File: src/rtl/mem_access_pkg.sv
// Shared encodings for the MEM stage: funct3 widths, FSM states, access legality.
// Latency: n/a (types, constants and a pure function only).
// Backpressure: n/a.
package mem_access_pkg;

    localparam int XLEN_DEF = 32;

    localparam logic [2:0] F3_B  = 3'b000;
    localparam logic [2:0] F3_H  = 3'b001;
    localparam logic [2:0] F3_W  = 3'b010;
    localparam logic [2:0] F3_BU = 3'b100;
    localparam logic [2:0] F3_HU = 3'b101;

    typedef enum logic {
        ST_IDLE = 1'b0,
        ST_BUSY = 1'b1
    } state_e;

    // Legal encoding for the direction and naturally aligned for its width.
    function automatic logic access_ok(input logic [2:0] f3,
                                       input logic       is_store,
                                       input logic [1:0] off);
        logic legal;
        logic aligned;
        case (f3)
            F3_B, F3_H, F3_W: legal = 1'b1;
            F3_BU, F3_HU:     legal = !is_store;
            default:          legal = 1'b0;
        endcase
        case (f3[1:0])
            2'b01:   aligned = (off[0] == 1'b0);
            2'b10:   aligned = (off == 2'b00);
            default: aligned = 1'b1;
        endcase
        return legal && aligned;
    endfunction

endpackage

File: src/rtl/mem_access_lane_align.sv
// Byte lane handling: request byte enables, store data replication, load lane extract/extend.
// Latency: purely combinational.
// Backpressure: none; request and response sides are independent input groups.
module mem_lane_align
    import mem_access_pkg::*;
#(
    parameter int XLEN = XLEN_DEF
) (
    input  logic [2:0]      req_funct3_i,
    input  logic [1:0]      req_off_i,
    input  logic            req_is_store_i,
    input  logic [XLEN-1:0] store_data_i,
    output logic [3:0]      be_o,
    output logic [XLEN-1:0] wdata_o,
    input  logic [2:0]      rsp_funct3_i,
    input  logic [1:0]      rsp_off_i,
    input  logic [XLEN-1:0] rdata_i,
    output logic [XLEN-1:0] load_data_o
);

    logic [XLEN-1:0] lane;

    // Byte enables by access width; store data replicated so every lane carries it.
    always_comb begin
        be_o    = 4'b0000;
        wdata_o = '0;
        case (req_funct3_i[1:0])
            2'b00: begin
                be_o    = 4'b0001 << req_off_i;
                wdata_o = XLEN'({4{store_data_i[7:0]}});
            end
            2'b01: begin
                be_o    = 4'b0011 << req_off_i;
                wdata_o = XLEN'({2{store_data_i[15:0]}});
            end
            default: begin
                be_o    = 4'b1111;
                wdata_o = store_data_i;
            end
        endcase
        if (!req_is_store_i) begin
            wdata_o = '0;
        end
    end

    // Shift the addressed lane down to bit 0, then sign- or zero-extend.
    always_comb begin
        lane        = rdata_i >> {rsp_off_i, 3'b000};
        load_data_o = rdata_i;
        case (rsp_funct3_i)
            F3_B:    load_data_o = {{(XLEN-8){lane[7]}}, lane[7:0]};
            F3_H:    load_data_o = {{(XLEN-16){lane[15]}}, lane[15:0]};
            F3_BU:   load_data_o = {{(XLEN-8){1'b0}}, lane[7:0]};
            F3_HU:   load_data_o = {{(XLEN-16){1'b0}}, lane[15:0]};
            default: load_data_o = rdata_i;
        endcase
    end

endmodule

File: src/rtl/mem_access.sv
// MEM stage: ALU pass-through or one outstanding load/store on a req/ack bus, registered WB bundle.
// Latency: 1 cycle pass-through; loads 2+ cycles (accept cycle, then ack cycle).
// Backpressure: stall_o holds upstream while an access is accepted or in flight, released on ack/timeout.
module mem_access
    import mem_access_pkg::*;
#(
    parameter int XLEN           = XLEN_DEF,
    parameter int TIMEOUT_CYCLES = 255,
    parameter int CNT_W          = 8
) (
    input  logic            clk_i,
    input  logic            rst_i,
    input  logic [4:0]      rd_addr_i,
    input  logic [XLEN-1:0] rd_data_i,
    input  logic            rd_we_i,
    input  logic [XLEN-1:0] mem_addr_i,
    input  logic            mem_re_i,
    input  logic            mem_we_i,
    input  logic [2:0]      opfunc3_i,
    output logic            stall_o,
    output logic            dbus_req_o,
    output logic            dbus_we_o,
    output logic [XLEN-1:0] dbus_addr_o,
    output logic [3:0]      dbus_be_o,
    output logic [XLEN-1:0] dbus_wdata_o,
    input  logic            dbus_ack_i,
    input  logic [XLEN-1:0] dbus_rdata_i,
    output logic [4:0]      rd_addr_o,
    output logic [XLEN-1:0] rd_data_o,
    output logic            rd_we_o,
    output logic            misalign_o,
    output logic            bus_err_o
);

    localparam logic [CNT_W-1:0] TO_LAST = CNT_W'(TIMEOUT_CYCLES - 1);

    state_e          state_q, state_d;
    logic [CNT_W-1:0] cnt_q;
    logic            dbus_req_q, dbus_we_q;
    logic [XLEN-1:0] dbus_addr_q, dbus_wdata_q;
    logic [3:0]      dbus_be_q;
    logic [4:0]      rd_addr_q, cap_rd_addr_q;
    logic [XLEN-1:0] rd_data_q;
    logic            rd_we_q, cap_rd_we_q;
    logic [2:0]      f3_q;
    logic [1:0]      off_q;
    logic            misalign_q, bus_err_q;

    logic            mem_op, req_ok, accept, reject, ack_hit, to_hit;
    logic [3:0]      lane_be;
    logic [XLEN-1:0] lane_wdata, load_data;

    mem_lane_align #(.XLEN(XLEN)) u_align (
        .req_funct3_i   (opfunc3_i),
        .req_off_i      (mem_addr_i[1:0]),
        .req_is_store_i (mem_we_i),
        .store_data_i   (rd_data_i),
        .be_o           (lane_be),
        .wdata_o        (lane_wdata),
        .rsp_funct3_i   (f3_q),
        .rsp_off_i      (off_q),
        .rdata_i        (dbus_rdata_i),
        .load_data_o    (load_data)
    );

    // State register.
    always_ff @(posedge clk_i) begin
        if (!rst_i) state_q <= ST_IDLE;
        else        state_q <= state_d;
    end

    // Next state: enter BUSY on a legal access, leave on ack or timeout.
    always_comb begin
        state_d = state_q;
        case (state_q)
            ST_IDLE: if (accept) state_d = ST_BUSY;
            ST_BUSY: if (ack_hit || to_hit) state_d = ST_IDLE;
            default: state_d = ST_IDLE;
        endcase
    end

    // Decode and stall: a store wins over a simultaneous load; ack beats a same-cycle timeout.
    always_comb begin
        mem_op  = mem_re_i | mem_we_i;
        req_ok  = access_ok(opfunc3_i, mem_we_i, mem_addr_i[1:0]);
        accept  = (state_q == ST_IDLE) && mem_op && req_ok;
        reject  = (state_q == ST_IDLE) && mem_op && !req_ok;
        ack_hit = (state_q == ST_BUSY) && dbus_ack_i;
        to_hit  = (state_q == ST_BUSY) && !dbus_ack_i && (TIMEOUT_CYCLES != 0) && (cnt_q == TO_LAST);
        stall_o = accept || ((state_q == ST_BUSY) && !ack_hit && !to_hit);
    end

    // Bus request, writeback bundle and status pulses.
    always_ff @(posedge clk_i) begin
        if (!rst_i) begin
            cnt_q         <= '0;
            dbus_req_q    <= 1'b0;
            dbus_we_q     <= 1'b0;
            dbus_addr_q   <= '0;
            dbus_be_q     <= 4'b0000;
            dbus_wdata_q  <= '0;
            rd_addr_q     <= 5'd0;
            rd_data_q     <= '0;
            rd_we_q       <= 1'b0;
            cap_rd_addr_q <= 5'd0;
            cap_rd_we_q   <= 1'b0;
            f3_q          <= 3'b000;
            off_q         <= 2'b00;
            misalign_q    <= 1'b0;
            bus_err_q     <= 1'b0;
        end else begin
            misalign_q <= 1'b0;
            bus_err_q  <= 1'b0;
            if (state_q == ST_IDLE) begin
                if (accept) begin
                    dbus_req_q    <= 1'b1;
                    dbus_we_q     <= mem_we_i;
                    dbus_addr_q   <= {mem_addr_i[XLEN-1:2], 2'b00};
                    dbus_be_q     <= lane_be;
                    dbus_wdata_q  <= lane_wdata;
                    cap_rd_addr_q <= rd_addr_i;
                    cap_rd_we_q   <= rd_we_i;
                    f3_q          <= opfunc3_i;
                    off_q         <= mem_addr_i[1:0];
                    cnt_q         <= '0;
                    rd_we_q       <= 1'b0;
                end else if (reject) begin
                    misalign_q <= 1'b1;
                    rd_we_q    <= 1'b0;
                end else begin
                    rd_addr_q <= rd_addr_i;
                    rd_data_q <= rd_data_i;
                    rd_we_q   <= rd_we_i;
                end
            end else begin
                if (ack_hit) begin
                    dbus_req_q <= 1'b0;
                    if (dbus_we_q) begin
                        rd_we_q <= 1'b0;
                    end else begin
                        rd_addr_q <= cap_rd_addr_q;
                        rd_data_q <= load_data;
                        rd_we_q   <= cap_rd_we_q;
                    end
                end else if (to_hit) begin
                    dbus_req_q <= 1'b0;
                    bus_err_q  <= 1'b1;
                    rd_we_q    <= 1'b0;
                end else begin
                    cnt_q <= cnt_q + 1'b1;
                end
            end
        end
    end

    assign dbus_req_o   = dbus_req_q;
    assign dbus_we_o    = dbus_we_q;
    assign dbus_addr_o  = dbus_addr_q;
    assign dbus_be_o    = dbus_be_q;
    assign dbus_wdata_o = dbus_wdata_q;
    assign rd_addr_o    = rd_addr_q;
    assign rd_data_o    = rd_data_q;
    assign rd_we_o      = rd_we_q;
    assign misalign_o   = misalign_q;
    assign bus_err_o    = bus_err_q;

endmodule

File: config.mk
export PLATFORM = sky130hd
export DESIGN_NAME = mem_access
export DESIGN_NICKNAME = d
export VERILOG_FILES = /design/src/rtl/mem_access_pkg.sv /design/src/rtl/mem_access_lane_align.sv /design/src/rtl/mem_access.sv
export SDC_FILE = /design/constraint.sdc
export NUM_CORES = 1
export LEC_CHECK = 0
export ABC_CLOCK_PERIOD_IN_PS = 1700
export BUFFER_PORTS_ARGS = -buffer_cell sky130_fd_sc_hd__clkbuf_2
export CAP_MARGIN = 20
export CORE_AREA = 2 2 120 122
export CTS_BUF_LIST = sky130_fd_sc_hd__clkbuf_8
export CTS_CLUSTER_SIZE = 28
export DETAILED_ROUTE_END_ITERATION = 8
export DIE_AREA = 0 0 122 124
export PLACE_DENSITY = 0.77
export REMOVE_ABC_BUFFERS = 1
export SLEW_MARGIN = 20
export SYNTH_ARGS = -nofsm -noshare
export SYNTH_HDL_FRONTEND = slang
export SYNTH_SLANG_ARGS = --single-unit
File: constraint.sdc
create_clock -name clk_i -period 1.7 [get_ports clk_i]
set_input_delay 0.085 -clock clk_i [delete_from_list [all_inputs] [get_ports clk_i]]
set_output_delay 0.085 -clock clk_i [all_outputs]
set_load 0.02 [all_outputs]
# After elaboration in Yosys (flattened, before gate mapping)
# Index checks and enable logic that the tools add are counted.
# W data, S select, Z words.
# classes
n_bitwise	4
muxes	34
n_eq_ne	17
shift	3
n_addsub	1
n_reduce_logical	29
# op_table
op	count
$mux W32	6
$pmux W32 S4	1
$pmux W32 S2	1
$mux W8	4
$shr A32 B5 Y16	1
$mux W5	5
$mux W1	13
$eq A3 B3 Y1 const B	4
$ne A2 B2 Y1 const B	5
$logic_and A1 B1 Y1	9
$reduce_or A3 Y1	3
$add A8 B1 Y8 const B	1
$eq A8 B8 Y1 const B	1
$pmux W4 S2	1
$eq A3 B1 Y1 const B	2
$logic_not A3 Y1	2
$pmux W1 S2	3
$logic_not A1 Y1	5
$logic_not A2 Y1	2
$reduce_and A2 Y1	2
$reduce_and A4 Y1	1
$shl A1 B2 Y4 const A	1
$shl A2 B2 Y4 const A	1
$eq A3 B2 Y1 const B	1
10 further kinds	13
# totals
word_cells	104
inputBits	110
ff_bits	128
out_inout_bits	111

# Longest topological paths before layout
# depth
word_depth	9
mapped_depth	11
mapped_depth_nobuf	6

# Cells and area by module
# From an unflattened synthesis, not the netlist that was laid out.
# unflattened
cells_unflattened	800
area_unflattened_um2	6799.0
# by_module_without_submodules
module	area_each_um2	cells_per_inst	instances	seq_area_each_um2
mem_access	5464.0	592	1	2562.5
mem_lane_align	1335.0	208	1	0.0

# Worst setup path after synthesis
# No wires, ideal clock.
# synth_path
kind	register to register
start	reg off_q[1]
end	reg rd_data_q[14] (netlist: rd_data_o[14])
setup_ns	0.160
synth_period_minus_slack_ns	1.692
path_stages_with_launch	5
n_path_buf	0
setup_slack_ns	0.008
arrival_time_ns	1.533
t_required_ns	1.540
path_cell_list	dfxtp_1 -> mux4_2 -> nor2b_1 -> nor4_2 -> a221oi_1
# synth_via
elab_chain_cells	5
# synth_lines
element	line_no	text
start: declaration	mem_access.sv:46	logic [1:0] off_q;
start signal: assignment	mem_access.sv:124	off_q <= mem_addr_i[1:0];
$shr A32 B5 Y16	mem_access_lane_align.sv:48	lane = rdata_i >> {rsp_off_i, 3'b000};
$pmux W32 S4	mem_access_lane_align.sv:50	case (rsp_funct3_i)
$mux W32	mem_access.sv:138	if (dbus_we_q) begin
$mux W32	mem_access.sv:136	if (ack_hit) begin
$mux W32	mem_access.sv:114	if (state_q == ST_IDLE) begin
end signal: assignment	mem_access.sv:132	rd_data_q <= rd_data_i;
end signal: assignment	mem_access.sv:142	rd_data_q <= load_data;
end: declaration	mem_access.sv:43	logic [XLEN-1:0] rd_data_q;
# No other way between the ends. The select of a mux whose other input is x is not followed.
# A chain may end at the register's enable or synchronous reset.

# Worst setup path in the final report
# layout_path
start	reg cnt_q[0]
end	out stall_o
# layout_via
elab_chain_cells	5
# layout_lines
element	line_no	text
start: declaration	mem_access.sv:38	logic [CNT_W-1:0] cnt_q;
start signal: assignment	mem_access.sv:150	cnt_q <= cnt_q + 1'b1;
$eq A8 B8 Y1	mem_access.sv:89	to_hit = (state_q == ST_BUSY) && !dbus_ack_i && (TIMEOUT_CYCLES != 0) && (cnt_q == TO_LAST);
$logic_and A1 B1 Y1	mem_access.sv:89	
$logic_not A1 Y1	mem_access.sv:90	stall_o = accept || ((state_q == ST_BUSY) && !ack_hit && !to_hit);
$logic_and A1 B1 Y1	mem_access.sv:90	
$logic_or A1 B1 Y1	mem_access.sv:90	
end: declaration	mem_access.sv:20	output logic stall_o,
# No other way between the ends.

==> results.cfg <==
[route]
via_count = 7101
vias_per_cell = 5.636
drtIter0Drc = 540
wl_per_cell_um = 18.05
drc = 0
drt_wl_total_mm = 22.74
drtAntennaViolNets = 0
drt-pass1-iter-count = 5

[sta]
period_needed_ns = 1.629
grt_setup_unrepaired = yes
worst_pin_slew_ns = 0.7120
fin_worst_skew_ns = 0.008764
slew_violations = 0
hold_ws_ns = 0.03408
finalSetupTns_ns = 0
min_period_over_period_pct = 95.80
hold_violations = 0
relSlewSlack_pct = 52.54
finalSetupViolations = 0
clock.fmax_mhz = 614.0

[place]
dp_hpwl_mm = 15.01
placedCellCount = 1136
numPortBuffers = 218
gp_congestion = 0.9226

[critical_path]
crit_arrival_ns = 1.54
cp.buffers_inverters = 2
critPathKind = flip-flop to output port
worstPathMaxFanout = 4
cp_top_family = flip-flops
slowest_stage = dfxtp_1
worstSetupEndpointType = output port
crit_path_max_incr_delay_ns = 0.34
crit_chain = inv_1 -> ha_2 -> nand3_2 -> o21ai_4 -> nand2_1 -> buf_4
start_kind = flip-flop
crit_required_ns = 1.62

[yosys]
yosysSeqAreaShare_pct = 40.39
syn_inst = 745
synth_edf_count = 0
synth_cell_types = 52
synth_top_area_cell = dfxtp_1
synth_area_mm2 = 0.006345
synth_flop_cell = dfxtp_1
synthArstFlopShare_pct = 0
ys_seq_elements = 128
synth_area_leaders = dfxtp_1 40%, mux2i_1 12%, nand2_1 9.3%
yosysWarnings = 0
netlist.area_leader.share_pct = 40.39
postSynthAreaPerCell_um2 = 8.517

[die]
core-area_mm2 = 0.01372
initial_utilization_pct = 46.25
fp-row-count = 43
die_w_um = 122
die_h_um = 124
top_level_ports = 221
dieArea_mm2 = 0.01513

[hold_path]
hold_path.class = input port to flip-flop

[cells_and_area]
final_common_cell = clkbuf_2
regArea_mm2 = 0.002569
antenna_cells = 0
areaGrowthSynthToFinish_pct = 46.03
layout_common_cells = 216 x clkbuf_2, 157 x nand2_1, 125 x dfxtp_1
drive_above_1_share_pct = 30.83
multi_input_area_mm2 = 0.003481
nets = 1183
fillers = 1088
fin_cells = 1260

[clock_network]
cts_tree = yes
clockBufferDepth = 2
clock-root-buffer = clkbuf_8
cts_buffers = 17
htreeDepth = 4
path_clk_slew_ns = 0.07
clock-sinks = 128
worstSkewPairLatency_ns = 0.45

[pwr]
leakage_uw = 0.004141
ir_drop_mv = 0.4979
power_density_mw_per_mm2 = 860.3

[global_routing]
grt_pass1_vias = 6824
grt-ovfl-total = 0
grt_usage_pct = 29.59
antenna_found_initial = 0
grt_max_degree = 74
grt_pass1_wl_mm = 34.43

[flow_run]
drv_cap = 0

[outcome]
outcome = finished, final reports clean
## worst paths after layout
check | from | to | slack (ns) | depth (start not counted)
max | cnt_q[0] | stall_o | 0.07 | 6
min | dbus_rdata_i[16] | rd_data_o[16] | 0.03 | 3
max reg2reg | state_q | dbus_wdata_o[6] | 0.08 | 5
min reg2reg | dbus_addr_o[8] | dbus_addr_o[8] | 0.46 | 2
## cells in the mapped netlist, types with 5 or more instances
library cell / n
xor2_1: 5
o221a_2: 7
a2bb2oi_1: 22
nand3b_1: 8
o211ai_1: 9
o21ai_0: 40
a21oi_1: 21
nand2_1: 157
o221ai_1: 6
clkbuf_1: 41
buf_4: 5
nor2_1: 40
a32o_1: 8
a22oi_1: 9
o22ai_1: 25
buf_6: 5
ha_1: 5
mux2i_1: 77
and3_1: 11
a221oi_1: 14
a211oi_1: 5
dfxtp_1: 128
nand3_1: 6
nor3_1: 6
a31oi_1: 24
buf_2: 14
inv_1: 10
## flip-flops by register name, indices dropped and copies added, names as in the netlist, 2 cells and up
name / cells
cnt_q: 8
rd_data_o: 32
dbus_addr_o: 30
dbus_wdata_o: 32
dbus_be_o: 4
f3_q: 3
cap_rd_addr_q: 5
off_q: 2
rd_addr_o: 5
## cell families after synthesis
family | Yosys count | synth area share [%]
AO/OA/AOI/OAI | 203 | 22.58
adder cells (fa/ha/maj) | 5 | 0.9860
other | 1 | 0.05910
flip-flops | 128 | 40.39
buffers and inverters | 77 | 5.739
AND/OR/NAND/NOR | 248 | 17.06
XOR/XNOR | 5 | 0.6902
multiplexers | 78 | 12.50
## final cells by class
| cell class | count | share of cell area [%] |
|---|---|---|
| Clock buffer | 18 | 2.674 |
| Clock inverter | 13 | 1.850 |
| Inverter | 10 | 0.4051 |
| Timing Repair Buffer | 370 | 27.35 |
| Tap cell | 180 | 2.431 |
| Sequential cell | 128 | 27.72 |
| Multi-Input combinational cell | 541 | 37.57 |
## stage by stage
step	instance area, µm²	worst slack [ns]	utilization, %	total power (µW)
floorplan	6022	-1.746	-	4225
global placement	7866	0.03444	57.34	4976
detailed placement	7866	-0.03500	57.34	5000
CTS	9245	0.008300	67.39	7969
global route	9265	-0.01093	67.53	8285
finish	9265	0.07137	67.53	7971
## power breakdown
group	leakage, µW	total (µW)	switching [µW]	internal (µW)
clock network	0.000217	2810	1200	1610
logic	0.00288	1860	1060	805
registers	0.00104	3300	120	3180
## worst register-to-register path, stage by stage (launching register included)
cell and delay, ns:
dfxtp_4 0.40, buf_4 0.17, inv_1 0.13, and3_1 0.20
o211a_1 0.45, a32o_1 0.20
## what timing repair did
action | in CTS | in global routing
gates cloned | 0 | 0
resized for setup | 9 | 8
hold endpoints to repair | 101 | 0
hold buffers | 92 | 0
endpoints found under the setup margin | 1 | 8
pin swaps | 1 | 1
setup buffers | 1 | 0
## layer usage
layer  vias up  part of all wire, %  GRT usage (%)
met3        69                  9.0          6.731
met2       399                   48          51.29
met1      3281                   39          34.21
li1       3352                    -              -
met5         -                    0              0
met4         0                  3.7          15.23
Power figures use the tool's default switching activity.
